$ cat src/rtl/spw_tx_fifo_reader.sv
// spw_tx_fifo_reader
// Read-side consumer of the SpaceWire transmit FIFO. Pops N-Chars from the
// FIFO read port, hides the one-cycle FIFO read latency behind a 2-entry
// prefetch buffer and hands the entries to the TX encoder over valid/ready.
// Counts transferred EOP/EEP markers and can flush the rest of a packet.
//
// State table
//   state | meaning
//   IDLE  | no reads issued; buffered entries (if any) still presented
//   RUN   | prefetching from the FIFO and presenting entries
//   FLUSH | buffer cleared; reading and discarding up to the next EOP/EEP
//
// Ports
//   rdclk, rd_rst          clock and synchronous active-high reset
//   enable                 permits new FIFO reads
//   flush                  single-cycle pulse: drop rest of current packet
//   fifo_q, fifo_rdempty   FIFO read data (one cycle after rdreq) and empty
//   fifo_rdreq             FIFO pop request (combinational)
//   tx_data/valid/ready    N-Char handshake towards the encoder
//   eop_count, eep_count   wrapping counts of transferred EOP/EEP
//   busy                   state not IDLE, or buffer/inflight occupied
module spw_tx_fifo_reader #(
   parameter int DATA_SIZE = 9,
   parameter int CNT_SIZE  = 16
) (
   input  logic                 rdclk,
   input  logic                 rd_rst,
   input  logic                 enable,
   input  logic                 flush,
   input  logic [DATA_SIZE-1:0] fifo_q,
   input  logic                 fifo_rdempty,
   output logic                 fifo_rdreq,
   output logic [DATA_SIZE-1:0] tx_data,
   output logic                 tx_valid,
   input  logic                 tx_ready,
   output logic [CNT_SIZE-1:0]  eop_count,
   output logic [CNT_SIZE-1:0]  eep_count,
   output logic                 busy
);

   localparam logic [DATA_SIZE-1:0] N_EOP = DATA_SIZE'(9'h100);
   localparam logic [DATA_SIZE-1:0] N_EEP = DATA_SIZE'(9'h101);

   typedef enum logic [1:0] {
      S_IDLE  = 2'd0,
      S_RUN   = 2'd1,
      S_FLUSH = 2'd2
   } state_t;

   state_t               state_q, state_d;
   logic [1:0]           occ_q, occ_d;
   logic                 inflight_q, inflight_d;
   logic [DATA_SIZE-1:0] buf0_q, buf0_d;   // head entry
   logic [DATA_SIZE-1:0] buf1_q, buf1_d;
   logic [CNT_SIZE-1:0]  eop_q, eop_d;
   logic [CNT_SIZE-1:0]  eep_q, eep_d;

   logic                 pop;
   logic                 marker_in;
   logic [1:0]           level;
   logic [1:0]           wr_idx;

   always_comb begin
      state_d    = state_q;
      occ_d      = occ_q;
      buf0_d     = buf0_q;
      buf1_d     = buf1_q;
      eop_d      = eop_q;
      eep_d      = eep_q;
      fifo_rdreq = 1'b0;

      tx_valid  = (occ_q != 2'd0);
      tx_data   = buf0_q;
      pop       = tx_valid && tx_ready;
      marker_in = inflight_q && ((fifo_q == N_EOP) || (fifo_q == N_EEP));
      // Occupancy after this cycle's pop, counting the entry still in flight.
      level     = occ_q + {1'b0, inflight_q} - {1'b0, pop};
      wr_idx    = occ_q - {1'b0, pop};

      if (pop) begin
         if (buf0_q == N_EOP) eop_d = eop_q + CNT_SIZE'(1);
         if (buf0_q == N_EEP) eep_d = eep_q + CNT_SIZE'(1);
      end

      unique case (state_q)
         S_IDLE: begin
            if (enable) state_d = S_RUN;
         end
         S_RUN: begin
            fifo_rdreq = enable && !fifo_rdempty && (level < 2'd2);
            if (!enable && (occ_q == 2'd0) && !inflight_q) state_d = S_IDLE;
         end
         S_FLUSH: begin
            // One read per two cycles: each entry is inspected before the next.
            fifo_rdreq = !fifo_rdempty && !inflight_q;
            if (marker_in) state_d = enable ? S_RUN : S_IDLE;
         end
         default: state_d = S_IDLE;
      endcase

      if (state_q != S_FLUSH) begin
         if (pop) buf1_d = buf1_q;
         if (pop) buf0_d = buf1_q;
         if (inflight_q) begin
            if (wr_idx == 2'd0) buf0_d = fifo_q;
            else                buf1_d = fifo_q;
         end
         occ_d = occ_q + {1'b0, inflight_q} - {1'b0, pop};

         // Any transfer in this cycle still completes; the buffer is dropped
         // afterwards. An entry arriving now is treated as already flushed,
         // so a marker here ends the discard at once.
         if (flush) begin
            occ_d   = 2'd0;
            state_d = marker_in ? (enable ? S_RUN : S_IDLE) : S_FLUSH;
         end
      end

      if (rd_rst) fifo_rdreq = 1'b0;
      inflight_d = fifo_rdreq;
   end

   always_ff @(posedge rdclk) begin
      if (rd_rst) begin
         state_q    <= S_IDLE;
         occ_q      <= 2'd0;
         inflight_q <= 1'b0;
         buf0_q     <= '0;
         buf1_q     <= '0;
         eop_q      <= '0;
         eep_q      <= '0;
      end else begin
         state_q    <= state_d;
         occ_q      <= occ_d;
         inflight_q <= inflight_d;
         buf0_q     <= buf0_d;
         buf1_q     <= buf1_d;
         eop_q      <= eop_d;
         eep_q      <= eep_d;
      end
   end

   assign eop_count = eop_q;
   assign eep_count = eep_q;
   assign busy      = (state_q != S_IDLE) || (occ_q != 2'd0) || inflight_q;

endmodule

$ cat config.mk
export PLATFORM = sky130hd
export DESIGN_NAME = spw_tx_fifo_reader
export DESIGN_NICKNAME = d
export VERILOG_FILES = /design/src/rtl/spw_tx_fifo_reader.sv
export SDC_FILE = /design/constraint.sdc
export NUM_CORES = 1
export LEC_CHECK = 0
export BUFFER_PORTS_ARGS = -buffer_cell sky130_fd_sc_hd__clkbuf_2
export CAP_MARGIN = 10
export CELL_PAD_IN_SITES_DETAIL_PLACEMENT = 0
export CELL_PAD_IN_SITES_GLOBAL_PLACEMENT = 2
export CORE_MARGIN = 5
export CORE_UTILIZATION = 30
export DETAILED_ROUTE_END_ITERATION = 16
export PLACE_DENSITY = 0.76
export SLEW_MARGIN = 10
export SYNTH_ARGS = -nofsm -noshare
export SYNTH_HDL_FRONTEND = slang
export SYNTH_SLANG_ARGS = --single-unit
$ cat constraint.sdc
create_clock -name rdclk -period 3 [get_ports rdclk]
set_clock_uncertainty 0.2 [all_clocks]
set_input_delay 0.3 -clock rdclk [delete_from_list [all_inputs] [get_ports rdclk]]
set_output_delay 0.3 -clock rdclk [all_outputs]
set_load 0.01 [all_outputs]
==> results.md <==
* Final slew viol count at 0
* Wire length on met3 at approximately 390 µm
* Pwr/cell area at ~400 nW/µm²
* Most frequent cells in the layout: 58 x clkbuf_2, 55 x dfxtp_1, 32 x nor2_1, 27 x a21oi_1, 24 x or4_1
* Final Hold Fails at 0
* Die ar. at ~12000 µm²
* Syn_nets at approximately 360
* Critical path launch point type: flip-flop
* WP data required at about 2.5 ns
* Number of global-route vias before repair at 2435
* Met2 wire len at between 3000 and 4000 µm
* Most common cell after layout, fill and taps aside: clkbuf_2
* Post-route ant nets at 0
* RSZ-0062 raised after global routing: false
* Syn Inst Count at 334
* Initial antenna violation count at 0
* Final period util at slightly above 90%
* Synth warn at 0
* Syn_area_per_cell at 8.61 µm²
* Setup CP Type: flip-flop to output pin
* Inserted Clock Buffers at 5
* H-tree Lvls at 2
* Worst-margin pin slew at 0.688 ns
* Detailed placer's ending HPWL at between 5000 and 6000 µm
* Main synth FF type: dfxtp_1
* WL per Instance at around 15 µm
* Max-slew headroom at a little over half
* # setup viols final at 0
* Grt ovf at 0
* CTS root buf: clkbuf_8
* Asr flop ratio synth at 0%
* # fillers at approximately 1000
* Xor/xnor cell area share of the yosys netlist at roughly 1.8%
* Fraction of layout cells with a size suffix above 1 at between 20% and 30%
* Sequential area share after synthesis at 38.3%
* Area share of fa/ha/maj cells after synthesis at 3.48%
* Initial core utilization at between 30 and 40%
* Leak Pwr at around 1.4 nW
* ANT cells at 0
* Area of the multi-input gates at between 1500 and 2000 µm²
* TNS Setup at 0 ns
* Clock latency at the later pin of the worst-skew pair at about 0.31 ns
* Wl on met1 at about 3800 µm
* CTS tree: done
* Worst-path clk slew at around 0.11 ns
* Num rows at 35
* Clk sinks at 55
* Largest vdd supply drop at roughly 0.00025 V
* Critical Path Fanout Max at 6
* Gpl congestion at between 0.7 and 0.8
* DRC Markers at 0
* Largest net degree at the start of global routing at 37
* Simple-gate share of the synthesized area at 25.8%
* Clock buffer depth at 2
* Synthesized flop and latch total at 55
* Register area at around 1100 µm²
* Mux cell area share after synthesis at under 10%
* Mapped Area at between 2000 and 3000 µm²
* Post-layout min period at 2.80 ns
* DRT Pass-1 Iters at 4
* Critical Path End Type: output pin
* Nets@finish at about 410
* Main combinational cell family by area after synthesis: simple AND/OR/NAND/NOR gates
* Post-synth EDFFs at 0
* Area Growth Syn to Fin at 20.6%
* Total Power at approximately 0.0014 W
* Routed vias/inst at between 5 and 6
* Initial DRC Count at 60
* Detailed Route WL at 7740 µm
* Num ports at just under 60
* Hold WC Path Type: input port to flip-flop
* First-pass GRT wire length at between 10000 and 15000 µm
* Via count at between 2000 and 3000
* Run status: completed
* Maximum clock frequency at 0.357 GHz
* Netlist cell types at 40
* Core area at about 9300 µm²
* Highest routing layer actually used: met4
* Die Y at around 110 µm
* Die X at 108 µm
* Synth Area in Compound Gates at 17.0%
* CP arrival at roughly 2.3 ns
* PortBufs at just under 60
* Gr usage total at between 10% and 20%
* Max-cap violations at 0
-- report_power, final --
group,internal (W),switching [W],leakage [nW]
combinational,0.0000462,0.0000699,0.902
clock,0.000271,0.000258,0.0612
sequential,0.000737,0.0000100,0.443
-- cells in the mapped netlist (2+ instances only) --
master | number | area share, %
clkbuf_1 | 14 | 1.8
or2_2 | 3 | 0.65
xor2_1 | 2 | 0.61
nor2_1 | 32 | 4.2
ha_1 | 8 | 3.5
nor4b_1 | 3 | 0.91
nor2b_1 | 4 | 0.87
or4_1 | 24 | 6.3
nand2b_1 | 3 | 0.65
buf_1 | 5 | 0.65
nor3_1 | 5 | 0.87
nand2_1 | 16 | 2.1
nor4_1 | 5 | 1.1
and3_1 | 2 | 0.44
dfxtp_1 | 55 | 38
a21oi_1 | 27 | 4.7
o221a_2 | 9 | 3.5
or3_1 | 2 | 0.44
and4_1 | 3 | 0.91
o31ai_1 | 21 | 5.5
nand3_1 | 10 | 1.7
a32oi_1 | 2 | 0.61
xnor2_1 | 4 | 1.2
inv_1 | 23 | 3.0
mux2i_1 | 21 | 7.3
o21ai_0 | 5 | 0.87
nand4_1 | 13 | 2.8
-- critical path, cell delays in order, from the launching register on --
cell      delay [ns]
dfxtp_1         0.36
o21ai_1         0.16
inv_1           0.09
ha_1            0.27
inv_1           0.04
ha_1            0.20
xor2_2          0.19
xnor2_1         0.13
a32oi_1         0.15
nor4b_2         0.24
clkbuf_2        0.17
-- stage by stage --
step	setup WS, ns	utilization, %	instances	cell area, µm²	hold slack (ns)
2_1_floorplan	0.202	-	334	2880	0.177
3_3_place_gp	0.444	35.8	511	3320	0.264
3_5_place_dp	0.369	35.8	511	3320	0.271
4_1_cts	0.0114	37.1	520	3450	0.0429
5_1_grt	0.00996	37.4	521	3470	0.0438
6_report	0.201	37.4	521	3470	0.0466
-- metal layers --
metal | track usage (%) | vias up
li1 | - | 1361
met1 | 18.4 | 1276
met2 | 20.9 | 53
met3 | 3.24 | 2
met4 | 3.07 | 0
met5 | 0 | -
-- registers in the layout (all words and copies together) (netlist names) --
| register | flops |
|---|---|
| tx_data | 9 |
| eep_count | 16 |
| eop_count | 16 |
| occ_q | 2 |
| state_q | 2 |
| inflight_q | 1 |
| buf1_q | 9 |
-- final timing paths --
kind,slack (ns),to,depth (start not counted),from
min,0.05,buf1_q[0],3,fifo_q[0]
max reg2reg,0.64,eop_count[11],4,tx_data[2]
min reg2reg,0.29,eop_count[15],2,eop_count[15]
max,0.20,fifo_rdreq,10,occ_q[0]
-- what timing repair did --
item                                    CTS  global route
gates resized for setup                   0             3
endpoints found under the hold margin     1             0
endpoints found under the setup margin    0             1
hold buffers                              1             0
setup buffers                             0             1
-- cells by family after synthesis --
kind of cell,after synthesis
XOR/XNOR,6
adder cells (fa/ha/maj),8
AND/OR/NAND/NOR,130
flip-flops,55
buffers and inverters,43
multiplexers,22
AO/OA/AOI/OAI,70
-- layout make-up --
type,count,area share [%]
clock buffer,6,2.38
multi-input combinational,236,46.7
inverter,23,2.49
timing repair buffer,70,11.0
sequential,55,31.7
tap,129,4.65
clock inverter,2,1.01
(Power assumes the default switching activity.)
